<file path="src/rtl/lsu_ctrl_pkg.sv">
// rtl/lsu_ctrl_pkg.sv - shared defines, state/size types and alignment helper for the load/store unit
// Optional feature macro: LSU_RANGE_CHECK_EN
`ifndef LSU_CTRL_DEFINES
`define LSU_CTRL_DEFINES
`define RST            1'b1
`define WRITE_ENABLE   1'b1
`define READ_ENABLE    1'b0
`define ZERO32         32'h0000_0000
`define DATA_WIDTH     32
`define MEM_ADDR_WIDTH 8
`define MEM_NUM        64
`define SIZE_B         2'b00
`define SIZE_H         2'b01
`define SIZE_W         2'b10
`define LSU_IDLE       2'b00
`define LSU_RD         2'b01
`define LSU_WR         2'b10
`define LSU_RESP       2'b11
`endif

package lsu_ctrl_pkg;

    typedef enum logic [1:0] {
        ST_IDLE = `LSU_IDLE,
        ST_RD   = `LSU_RD,
        ST_WR   = `LSU_WR,
        ST_RESP = `LSU_RESP
    } lsu_state_t;

    function automatic logic misaligned(input logic [1:0] size, input logic [1:0] off);
        case (size)
            `SIZE_B: misaligned = 1'b0;
            `SIZE_H: misaligned = off[0];
            `SIZE_W: misaligned = |off;
            default: misaligned = 1'b1;
        endcase
    endfunction

endpackage

</file>
<file path="src/rtl/lsu_lane.sv">
// rtl/lsu_lane.sv - lane extraction/extension for loads and byte/half merge for read-modify-write stores
module lsu_lane
    import lsu_ctrl_pkg::*;
(
    input  logic [31:0] word,
    input  logic [15:0] wdata,
    input  logic [1:0]  offset,
    input  logic [1:0]  size,
    input  logic        is_unsigned,
    output logic [31:0] load_val,
    output logic [31:0] merged
);

    logic [7:0]  byte_sel;
    logic [15:0] half_sel;

    always_comb begin
        byte_sel = word[7:0];
        case (offset)
            2'd0: byte_sel = word[7:0];
            2'd1: byte_sel = word[15:8];
            2'd2: byte_sel = word[23:16];
            2'd3: byte_sel = word[31:24];
            default: byte_sel = word[7:0];
        endcase
        half_sel = offset[1] ? word[31:16] : word[15:0];
    end

    always_comb begin
        load_val = word;
        case (size)
            `SIZE_B: load_val = is_unsigned ? {24'h0, byte_sel} : {{24{byte_sel[7]}}, byte_sel};
            `SIZE_H: load_val = is_unsigned ? {16'h0, half_sel} : {{16{half_sel[15]}}, half_sel};
            default: load_val = word;
        endcase
    end

    // Only the addressed byte/half is replaced; the rest of the fetched word is written back as-is.
    always_comb begin
        merged = word;
        if (size == `SIZE_B) begin
            case (offset)
                2'd0: merged[7:0]   = wdata[7:0];
                2'd1: merged[15:8]  = wdata[7:0];
                2'd2: merged[23:16] = wdata[7:0];
                2'd3: merged[31:24] = wdata[7:0];
                default: merged = word;
            endcase
        end else if (size == `SIZE_H) begin
            if (offset[1])
                merged[31:16] = wdata;
            else
                merged[15:0] = wdata;
        end
    end

endmodule

</file>
<file path="src/rtl/lsu_ctrl.sv">
// rtl/lsu_ctrl.sv - load/store unit FSM bridging byte-addressed core requests to word memory
// Optional feature macro: LSU_RANGE_CHECK_EN
module lsu_ctrl
    import lsu_ctrl_pkg::*;
#(
    parameter int AW  = `MEM_ADDR_WIDTH,
    parameter int BAW = 32
) (
    input  logic           clk,
    input  logic           rst,
    input  logic           req_valid,
    output logic           req_ready,
    input  logic           req_we,
    input  logic [1:0]     req_size,
    input  logic           req_unsigned,
    input  logic [BAW-1:0] req_addr,
    input  logic [31:0]    req_wdata,
    output logic           resp_valid,
    output logic [31:0]    resp_rdata,
    output logic           resp_err,
    output logic           mem_rw,
    output logic [AW-1:0]  mem_addr,
    output logic [31:0]    mem_wdata,
    input  logic [31:0]    mem_rdata
);

    lsu_state_t     state, state_nxt;
    logic           lat_we;
    logic           lat_uns;
    logic [1:0]     lat_size;
    logic [AW+1:0]  lat_addr;
    logic [15:0]    lat_wdata;
    logic           req_bad;
    logic           range_bad;
    logic [31:0]    load_val;
    logic [31:0]    merged;

`ifdef LSU_RANGE_CHECK_EN
    localparam logic [AW:0] WORD_LIMIT = (AW+1)'(2 * `MEM_NUM);
    assign range_bad = (|req_addr[BAW-1:AW+2]) || ({1'b0, req_addr[AW+1:2]} >= WORD_LIMIT);
`else
    logic unused_upper;
    assign unused_upper = ^req_addr[BAW-1:AW+2];
    assign range_bad    = 1'b0;
`endif

    assign req_bad = misaligned(req_size, req_addr[1:0]) || range_bad;

    lsu_lane u_lane (
        .word        (mem_rdata),
        .wdata       (lat_wdata),
        .offset      (lat_addr[1:0]),
        .size        (lat_size),
        .is_unsigned (lat_uns),
        .load_val    (load_val),
        .merged      (merged)
    );

    always_comb begin
        state_nxt = state;
        case (state)
            ST_IDLE: begin
                if (req_valid) begin
                    if (req_bad)
                        state_nxt = ST_RESP;
                    else if (req_we && req_size == `SIZE_W)
                        state_nxt = ST_WR;
                    else
                        state_nxt = ST_RD;
                end
            end
            ST_RD:   state_nxt = lat_we ? ST_WR : ST_RESP;
            ST_WR:   state_nxt = ST_RESP;
            ST_RESP: state_nxt = ST_IDLE;
            default: state_nxt = ST_IDLE;
        endcase
    end

    // Reset in WR must kill the write in the same cycle, so rst gates mem_rw combinationally.
    always_comb begin
        req_ready  = (state == ST_IDLE);
        resp_valid = (state == ST_RESP);
        mem_rw     = (state == ST_WR && rst != `RST) ? `WRITE_ENABLE : `READ_ENABLE;
        mem_addr   = lat_addr[AW+1:2];
    end

    always_ff @(posedge clk) begin
        if (rst == `RST) begin
            state      <= ST_IDLE;
            resp_rdata <= `ZERO32;
            resp_err   <= 1'b0;
            mem_wdata  <= `ZERO32;
            lat_we     <= 1'b0;
            lat_uns    <= 1'b0;
            lat_size   <= `SIZE_B;
            lat_addr   <= '0;
            lat_wdata  <= 16'h0;
        end else begin
            state <= state_nxt;
            case (state)
                ST_IDLE: begin
                    if (req_valid) begin
                        lat_we    <= req_we;
                        lat_uns   <= req_unsigned;
                        lat_size  <= req_size;
                        lat_addr  <= req_addr[AW+1:0];
                        lat_wdata <= req_wdata[15:0];
                        if (req_bad) begin
                            resp_err   <= 1'b1;
                            resp_rdata <= `ZERO32;
                        end else if (req_we && req_size == `SIZE_W) begin
                            mem_wdata <= req_wdata;
                        end
                    end
                end
                ST_RD: begin
                    if (lat_we) begin
                        mem_wdata <= merged;
                    end else begin
                        resp_rdata <= load_val;
                        resp_err   <= 1'b0;
                    end
                end
                ST_WR: begin
                    resp_rdata <= `ZERO32;
                    resp_err   <= 1'b0;
                end
                default: ;
            endcase
        end
    end

endmodule

</file>
<file path="config.mk">
export PLATFORM = sky130hd
export DESIGN_NAME = lsu_ctrl
export DESIGN_NICKNAME = d
export VERILOG_FILES = /design/src/rtl/lsu_ctrl_pkg.sv /design/src/rtl/lsu_lane.sv /design/src/rtl/lsu_ctrl.sv
export SDC_FILE = /design/constraint.sdc
export NUM_CORES = 1
export LEC_CHECK = 0
export ABC_AREA = 1
export CORE_AREA = 3 3 120 122
export DETAILED_ROUTE_END_ITERATION = 10
export DIE_AREA = 0 0 123 125
export PLACE_DENSITY = 0.77
export SYNTH_ARGS = -nofsm -noshare
export SYNTH_HDL_FRONTEND = slang
export SYNTH_SLANG_ARGS = --single-unit
</file>
<file path="constraint.sdc">
create_clock -name clk -period 1.67 [get_ports clk]
set_input_delay 0.334 -clock clk [delete_from_list [all_inputs] [get_ports clk]]
set_output_delay 0.334 -clock clk [all_outputs]
set_load 0.05 [all_outputs]
</file>
# Yosys cells after proc, flatten, opt, wreduce, memory -nomap -nowiden
# Cells that the tools add are included.
[word_totals]
inputBits = 103
output_inout_bits = 76
ff_bits = 97
elab_cells = 70
[op_classes]
n_eq_ne = 15
bitwise_logic = 1
muxes = 33
reduce_logical = 12
[op_table]
columns = ["operator", "n"]
rows = [
  ["32-bit 2-to-1 mux", 11],
  ["32-bit one-hot mux with 2 select lines", 2],
  ["32-bit one-hot mux with 3 select lines", 1],
  ["16-bit 2-to-1 mux", 3],
  ["8-bit 2-to-1 mux", 4],
  ["8-bit one-hot mux with 4 select lines", 1],
  ["2-bit equality test (second input constant)", 5],
  ["2-bit by 1-bit equality test with 1-bit output (second input constant)", 4],
  ["2-bit logical NOT", 4],
  ["2-bit != test (second input constant)", 4],
  ["2-bit one-hot mux with 4 select lines", 1],
  ["2-bit 2-to-1 mux", 3],
  ["1-bit one-hot mux with 3 select lines", 2],
  ["1-bit 2-to-1 mux", 5],
  ["5-bit AND reduction", 1],
  ["2-bit by 1-bit != test with 1-bit output (second input constant)", 2],
  ["4-bit AND reduction", 1],
  ["3-bit nonzero test", 1],
  ["1-bit logical AND", 2],
  ["2-bit AND reduction", 1],
  ["2-bit nonzero test", 1],
  ["2-bit OR reduction", 1],
  ["1-bit inverter", 1],
]

# Logic depth before layout (Yosys ltp)
# Gate-level depths: netlist of run 1.
[depth]
word_depth = 6
depth_mapped = 13
mapped_depth_nobuf = 11

# By module
# A second synthesis of run 1 with hierarchy kept.
[hier_totals]
cells_unflattened = 892
hier_area_um2 = 5843.1
[modules_own_cells]
columns = ["module", "area_each_um2", "instances", "seq_area_each_um2", "cells_each"]
rows = [
  ["lsu_ctrl", 4380.5, 1, 1941.9, 607],
  ["lsu_lane", 1462.7, 1, 0.0, 285],
]

# Worst setup path before layout of run 1
# OpenSTA, ideal clock, no wires.
[synth_path]
kind = "reg2reg"
start = "register state[0]"
end = "register resp_rdata[13]"
setup_ns = 0.070
path_slack_ns = -0.331
synth_period_minus_slack_ns = 2.001
path_stages_with_launch = 11
t_arrival_ns = 1.931
required_time_ns = 1.600
cell_sequence = "dfxtp_1 > inv_1 > ha_1 > buf_2 > nand2_2 > nand2_1 > a21oi_2 > nand2_2 > clkbuf_1 > nand2_1 > a21oi_1"
[synth_via]
elab_chain_len = 3
word_cells_on_any_way = 9
classes_between = "eq/ne (5); mux (1); reduce/logical (3)"
[synth_rtl]
columns = ["element", "line", "source"]
rows = [
  ["start: declaration", "lsu_ctrl.sv:27", "lsu_state_t state, state_nxt;"],
  ["start signal: assignment", "lsu_ctrl.sv:99", "state <= state_nxt;"],
  ["2-bit logical NOT *", "--", ""],
  ["named net req_ready", "lsu_ctrl.sv:12", "output logic req_ready,"],
  ["2-bit by 1-bit != test with 1-bit output (no source line) (tied with other cells)", "--", ""],
  ["4-bit AND reduction (no source line)", "--", ""],
  ["end signal: assignment", "lsu_ctrl.sv:90", "resp_rdata <= `ZERO32;"],
  ["end signal: assignment", "lsu_ctrl.sv:110", "resp_rdata <= `ZERO32;"],
  ["end signal: assignment", "lsu_ctrl.sv:120", "resp_rdata <= load_val;"],
  ["end: declaration", "lsu_ctrl.sv:19", "output logic [31:0] resp_rdata,"],
]
# The timed path passes the listed nets; every way through them passes the cells marked *.
# A chain may end at the register's enable or synchronous reset.

# Final worst setup path of run 1
[layout_path]
start = "register state[1]"
end = "output mem_rw"
[layout_via]
elab_chain_len = 3
[layout_rtl]
columns = ["element", "line", "source"]
rows = [
  ["2-bit equality test", "lsu_ctrl.sv:83", "mem_rw = (state == ST_WR && rst != `RST) ? `WRITE_ENABLE : `READ_ENABLE;"],
  ["1-bit logical AND (no source line)", "--", ""],
  ["1-bit 2-to-1 mux (no source line)", "--", ""],
  ["end: declaration", "lsu_ctrl.sv:21", "output logic mem_rw,"],
]
# No other way between the ends.

==> impl_metrics.tcl, run 1 <==
set metrics [dict create \
    outcome "finished, final reports clean" \
    worst_setup_path_end_kind "output pin" \
    ant_nets 0 \
    fin_crit_ns 1.64 \
    clk_latency_ns 0.35 \
    slew_violations 0 \
    cts_root_buffer "clkbuf_16" \
    final_area_mm2 0.00808 \
    fin_setup_tns_ns 0 \
    totalWireLength_mm 20.3 \
    drt_iter0_markers 538 \
    wire_per_inst_um 15.9 \
    slowest_delay_ns 0.35 \
    synth_nets 1041 \
    clkSinkCount 97 \
    clockBufferDepth 2 \
    area_growth_pct 39.9 \
    clock-skew-final_ns 0.00675 \
    cts_tree "yes" \
    muxShareOfSynthArea_pct 0 \
    row_count 42 \
    vdd_drop_max_uv 934 \
    io_pins 179 \
    synth_top_area_share_pct 33.6 \
    max_freq_mhz 611 \
    synth_fa_ha_area_share_pct 0.867 \
    synth-xor-area-share_pct 0 \
    rrSetupSlack_ns 0.08 \
    power_per_cell_area_mw_per_mm2 1840 \
    drive_above_1_share_pct 19.4 \
    path_clk_slew_ns 0.07 \
    crit_arrival_ns 1.30 \
    die_area_mm2 0.0154 \
    p_leak_nw 3.68 \
    cts_resized 0 \
    synth_top_family_by_area "simple AND/OR/NAND/NOR gates" \
    met2_usage_pct 39.5 \
    top_usage_layer "met2" \
    drc_errors 0 \
    h-tree-depth 3 \
    yosys.area_share.simple_pct 29.7 \
    fin_worst_hold_slack_ns 0.373 \
    die_h_um 125 \
    die_w_um 123 \
    grt_pass1_vias 5833 \
    placed_area_mm2 0.00767 \
    startpoint_type "flop" \
    synth_top_area_cell "dfxtp_1" \
    overflow 0 \
    nets 1205 \
    cap_viol_max_count 0 \
    slew_headroom_pct 73.3 \
    synth_area_mm2 0.00577 \
    crit_required_ns 1.34 \
    synth_area_leaders "dfxtp_1, nand2_1, a21oi_1" \
    firstDrtPassIters 5 \
    rsz0062_at_grt "true" \
    synth_flop_cell "dfxtp_1" \
    use_met3_pct 6.55 \
    avgSynthCellArea_um2 6.18 \
    hold_viol 0 \
    antenna_found_initial 1 \
    hp-class "input pin to flop" \
    worstPathMaxFanout 3 \
    cts_hold_buf 0 \
    worstMarginPinSlew_ns 0.401 \
    async_flop_share_pct 0 \
    total_power_mw 14.8 \
    portBuffers 156 \
    grt_max_degree 42 \
    routabilityCongestion 0.946 \
    start_util_pct 43.4 \
    synth_edf_count 0 \
    grtUsageTotal_pct 25.4 \
    cts_made_buffers 9 \
    grtUsageMet1_pct 34.4 \
    synth_cell_type_count 30 \
    post_cts_buffers 0 \
    dp_hpwl_mm 15.2 \
    synth_seq_area_share_pct 33.6 \
    path_cells "buf_4, ha_1, inv_1, nor2_4, buf_12" \
    ys_ff_latch 97 \
    synthCells 934 \
    core_area_mm2 0.0133 \
    yosysWarnings 0 \
    path_class "flop to output pin" \
    vias_per_cell 5.19 \
    min_period_over_period_pct 98.1 \
    grt_pass1_wl_mm 30.8 \
    insertedDiodeCount 0 \
    synth_compound_area_share_pct 23.8 \
    setup_violations 0 \
    critPathSlowestCell "dfxtp_2" \
    via_count 6642 \
]
==> synthesized netlist by cell type, types with 2 or more instances <==
master / n
ha_1: 4
buf_4: 11
clkbuf_1: 25
o211ai_1: 17
a21oi_1: 125
buf_1: 6
nand3_4: 2
dfxtp_1: 97
o21ai_1: 10
or2_2: 14
nand3_1: 26
o21ai_0: 93
nor2_1: 123
nand2_1: 240
inv_1: 81
clkinv_1: 2
inv_2: 5
o22ai_1: 12
nor2_2: 3
buf_2: 20
buf_6: 5
nand2_2: 5
==> worst max-delay path: cells and delay by family, from the launching register on <==
family	cells	cell delay, ns
flops	1	0.35
buf+inv	3	0.33
fa+ha+maj	1	0.16
simple gates	1	0.11
==> flip-flops by register name, summed over array words and instances, names as in the netlist, 2 cells and up <==
signal and count:
mem_wdata 32, resp_rdata 32, lat_wdata 16, lat_addr 10, lat_size 2, state 2
==> worst paths after layout <==
check	from	endpoint	depth (start not counted)
worst max-delay path	state[1]	mem_rw	5
worst min-delay path	req_addr[0]	lat_addr[0]	3
worst max register to register	state[1]	mem_wdata[27]	10
worst min register to register	resp_rdata[26]	resp_rdata[26]	2
==> through the flow <==
step / setup slack (ns) / utilization [%] / std cells
2_1_floorplan: 0.0194 / - / 934
6_report: 0.0324 / 60.7 / 1279
4_1_cts: 0.00300 / 59.7 / 1277
5_1_grt: -0.0319 / 60.7 / 1279
3_3_place_gp: -0.221 / 57.7 / 1261
3_5_place_dp: -0.288 / 57.7 / 1261
==> report_power, final <==
part / total, mW / switching [mW] / internal, mW
clock: 1.96 / 0.917 / 1.05
combinational: 9.34 / 6.10 / 3.24
sequential: 3.53 / 0.478 / 3.05
==> per-layer routing <==
layer / part of all wire (%) / vias to the layer above
li1: - / 3321
met2: 46 / 300
met1: 42 / 2979
met4: 2.6 / 2
met3: 9.4 / 40
met5: 0.059 / -
==> cells in the final DEF, fill, tap and decap left out, types with 2 or more instances in the layout <==
cell type	instances
dlymetal6s2s_1	2
inv_4	2
inv_1	79
ha_4	2
buf_4	124
clkinv_4	2
clkbuf_16	11
nor2_4	2
nand3_1	26
buf_12	14
o22ai_1	12
clkdlybuf4s50_1	78
dfxtp_2	3
inv_2	5
nor2_1	118
o21ai_0	91
or2_2	14
clkinv_1	2
nor2_2	7
a21oi_2	7
o21ai_1	12
dfxtp_1	93
o211ai_1	17
nand2_2	8
a21oi_1	119
clkinv_2	3
nand2_1	236
nand3_4	2
==> kinds of logic (layout without fill, tap and decap cells) <==
family | count (synthesis) | count (layout)
and+or+nand+nor | 417 | 417
AOI/OAI and AO/OA | 260 | 260
buffers and inverters | 156 | 325
DFF | 97 | 97
adders and majority gates | 4 | 4
==> cell type report <==
class	instances	area, µm²
Fill cell	1297	5220
Tap cell	176	220
Clock buffer	11	243
Inverter	89	344
Multi-Input combinational cell	681	3220
Clock inverter	5	31.3
Sequential cell	97	1950
Timing Repair Buffer	220	2070
Note: power is estimated with default switching activity, not from simulation.
==> run 2, diff against run 1 <==
--- a/config.mk
+++ b/config.mk
@@ -6,10 +6,12 @@
 export NUM_CORES = 1
 export LEC_CHECK = 0
 export ABC_AREA = 1
-export CORE_AREA = 3 3 120 122
+export CAP_MARGIN = 25
+export CORE_AREA = 3 3 112 114
 export DETAILED_ROUTE_END_ITERATION = 10
-export DIE_AREA = 0 0 123 125
-export PLACE_DENSITY = 0.77
+export DIE_AREA = 0 0 115 117
+export DONT_BUFFER_PORTS = 1
+export PLACE_DENSITY = 0.66
 export SYNTH_ARGS = -nofsm -noshare
 export SYNTH_HDL_FRONTEND = slang
 export SYNTH_SLANG_ARGS = --single-unit
==> impl_metrics.tcl, run 2 (same netlist as run 1, synthesis figures left out) <==
set metrics [dict create \
    r2r-start "state[1]" \
    die_h_um 117 \
    slew_violations 0 \
    nets 1028 \
    dp_hpwl_mm 14.4 \
    r2r_cells 10 \
    worstMarginPinSlew_ns 0.535 \
    vias_per_cell 5.54 \
    hold_depth 1 \
    grtUsageTotal_pct 27.9 \
    core_area_mm2 0.0115 \
    rrSetupSlack_ns 0.009 \
    rsz0062_at_grt "true" \
    path_class "flop to flop" \
    wire_per_inst_um 18.3 \
    drt_iter0_markers 469 \
    die_w_um 115 \
    fin_crit_ns 1.66 \
    routabilityCongestion 0.918 \
    cts_tree "yes" \
    fin_setup_tns_ns 0 \
    clkSinkCount 97 \
    totalWireLength_mm 19.5 \
    cap_viol_max_count 0 \
    dp_cells 1045 \
    min-delay-start "rst" \
    reg_top3 "mem_wdata x32, resp_rdata x32, lat_wdata x16" \
    die_area_mm2 0.0135 \
    clock-skew-final_ns 0.00871 \
    path_clk_slew_ns 0.07 \
    io_pins 179 \
    whs_endpoint "state[1]" \
    clk_latency_ns 0.35 \
    p_leak_nw 2.86 \
    min_period_over_period_pct 99.5 \
    drive_above_1_share_pct 16.4 \
    max_freq_mhz 602 \
    final_cell_count_no_fill 1069 \
    cts_made_buffers 9 \
    vdd_drop_max_uv 1700 \
    grt_pass1_wl_mm 29.4 \
    firstDrtPassIters 5 \
    hp-class "input pin to flop" \
    portBuffers 0 \
    layout_common_cells "nand2_1, a21oi_1, nor2_1, o21ai_0, dfxtp_1" \
    timing.rr.end "resp_rdata[8]" \
    ant_nets 0 \
    startpoint_type "flop" \
    hold_viol 0 \
    area_growth_pct 14.9 \
    insertedDiodeCount 0 \
    layout_commonest_cell "nand2_1" \
    grt_pass1_vias 5460 \
    clockBufferDepth 2 \
    cts_root_buffer "clkbuf_16" \
    antenna_found_initial 0 \
    drc_errors 0 \
    grt_max_degree 71 \
    overflow 0 \
    row_count 39 \
    setup_violations 0 \
    via_count 5924 \
    outcome "finished, final reports clean" \
    worstPathMaxFanout 12 \
    slew_headroom_pct 64.3 \
    h-tree-depth 3 \
    crit_arrival_ns 1.93 \
    power_per_cell_area_mw_per_mm2 2130 \
    start_util_pct 50.1 \
    worst_setup_path_end_kind "flop" \
    fillers 1122 \
    fin_worst_hold_slack_ns 0.0537 \
    crit_required_ns 1.94 \
]
-- run 2: final cells by class --
type	instances	area (µm²)	area share, %
repair buffers	41	479	7.23
flip-flops and latches	97	1950	29.4
clock inverters	6	65.1	0.981
repair inverters	1	5.00	0.0755
multi-input cells	682	3360	50.7
clock buffers	10	239	3.60
inverters	89	353	5.32
well taps	143	179	2.70
-- run 2: power breakdown --
part	switching [mW]	internal (mW)
registers	2.45	3.05
clock network	0.907	1.21
logic	4.07	2.43
total	7.42	6.69
-- run 2: per-layer routing --
| layer | global-route usage [%] | share of wire, % | up-vias |
|---|---|---|---|
| li1 | - | - | 2971 |
| met1 | 37.0 | 44 | 2726 |
| met2 | 45.8 | 47 | 201 |
| met3 | 6.02 | 6.6 | 26 |
| met4 | 8.14 | 2.4 | 0 |
| met5 | 0 | 0 | - |
-- run 2: stage by stage --
step                      util, %  power [mW]  setup slack, ns  instance area [µm²]
after floorplan                 -        9.81           0.0194                 5810
after global placement       51.8        11.1          -0.0498                 5960
after detailed placement     51.8        11.3          -0.0473                 5960
after CTS                    54.5        13.4           0.0182                 6280
after global routing         57.6        15.1          -0.0700                 6630
final                        57.6        14.1          0.00886                 6630
-- run 2: how the worst max path moves through the flow --
| stage | startpoint | end | cells after the start |
|---|---|---|---|
| 2_1_floorplan | state[0] | resp_rdata[3] | 9 |
| 3_3_place_gp | lat_addr[0] | resp_rdata[23] | 7 |
| 6_report | state[1] | resp_rdata[8] | 10 |
| 4_1_cts | lat_size[1] | resp_rdata[29] | 8 |
| 5_1_grt | state[1] | resp_rdata[14] | 10 |
| 3_5_place_dp | lat_addr[0] | resp_rdata[29] | 7 |
-- run 2: critical path, stage by stage, from the launching register on --
cell and delay (ns):
dfxtp_2 0.34, buf_4 0.14, ha_2 0.17, inv_1 0.07, nand2_2 0.08, a21oi_4 0.16
nand3_4 0.14, clkbuf_16 0.20, nor2_1 0.10, nand2_1 0.07, a21oi_1 0.11
-- run 2: what timing repair did --
item,in CTS,in global routing
gates cloned,0,5
hold buffers,0,0
setup buffers,0,3
pin swaps,0,10
setup endpoints to repair,27,61
resized for setup,5,71
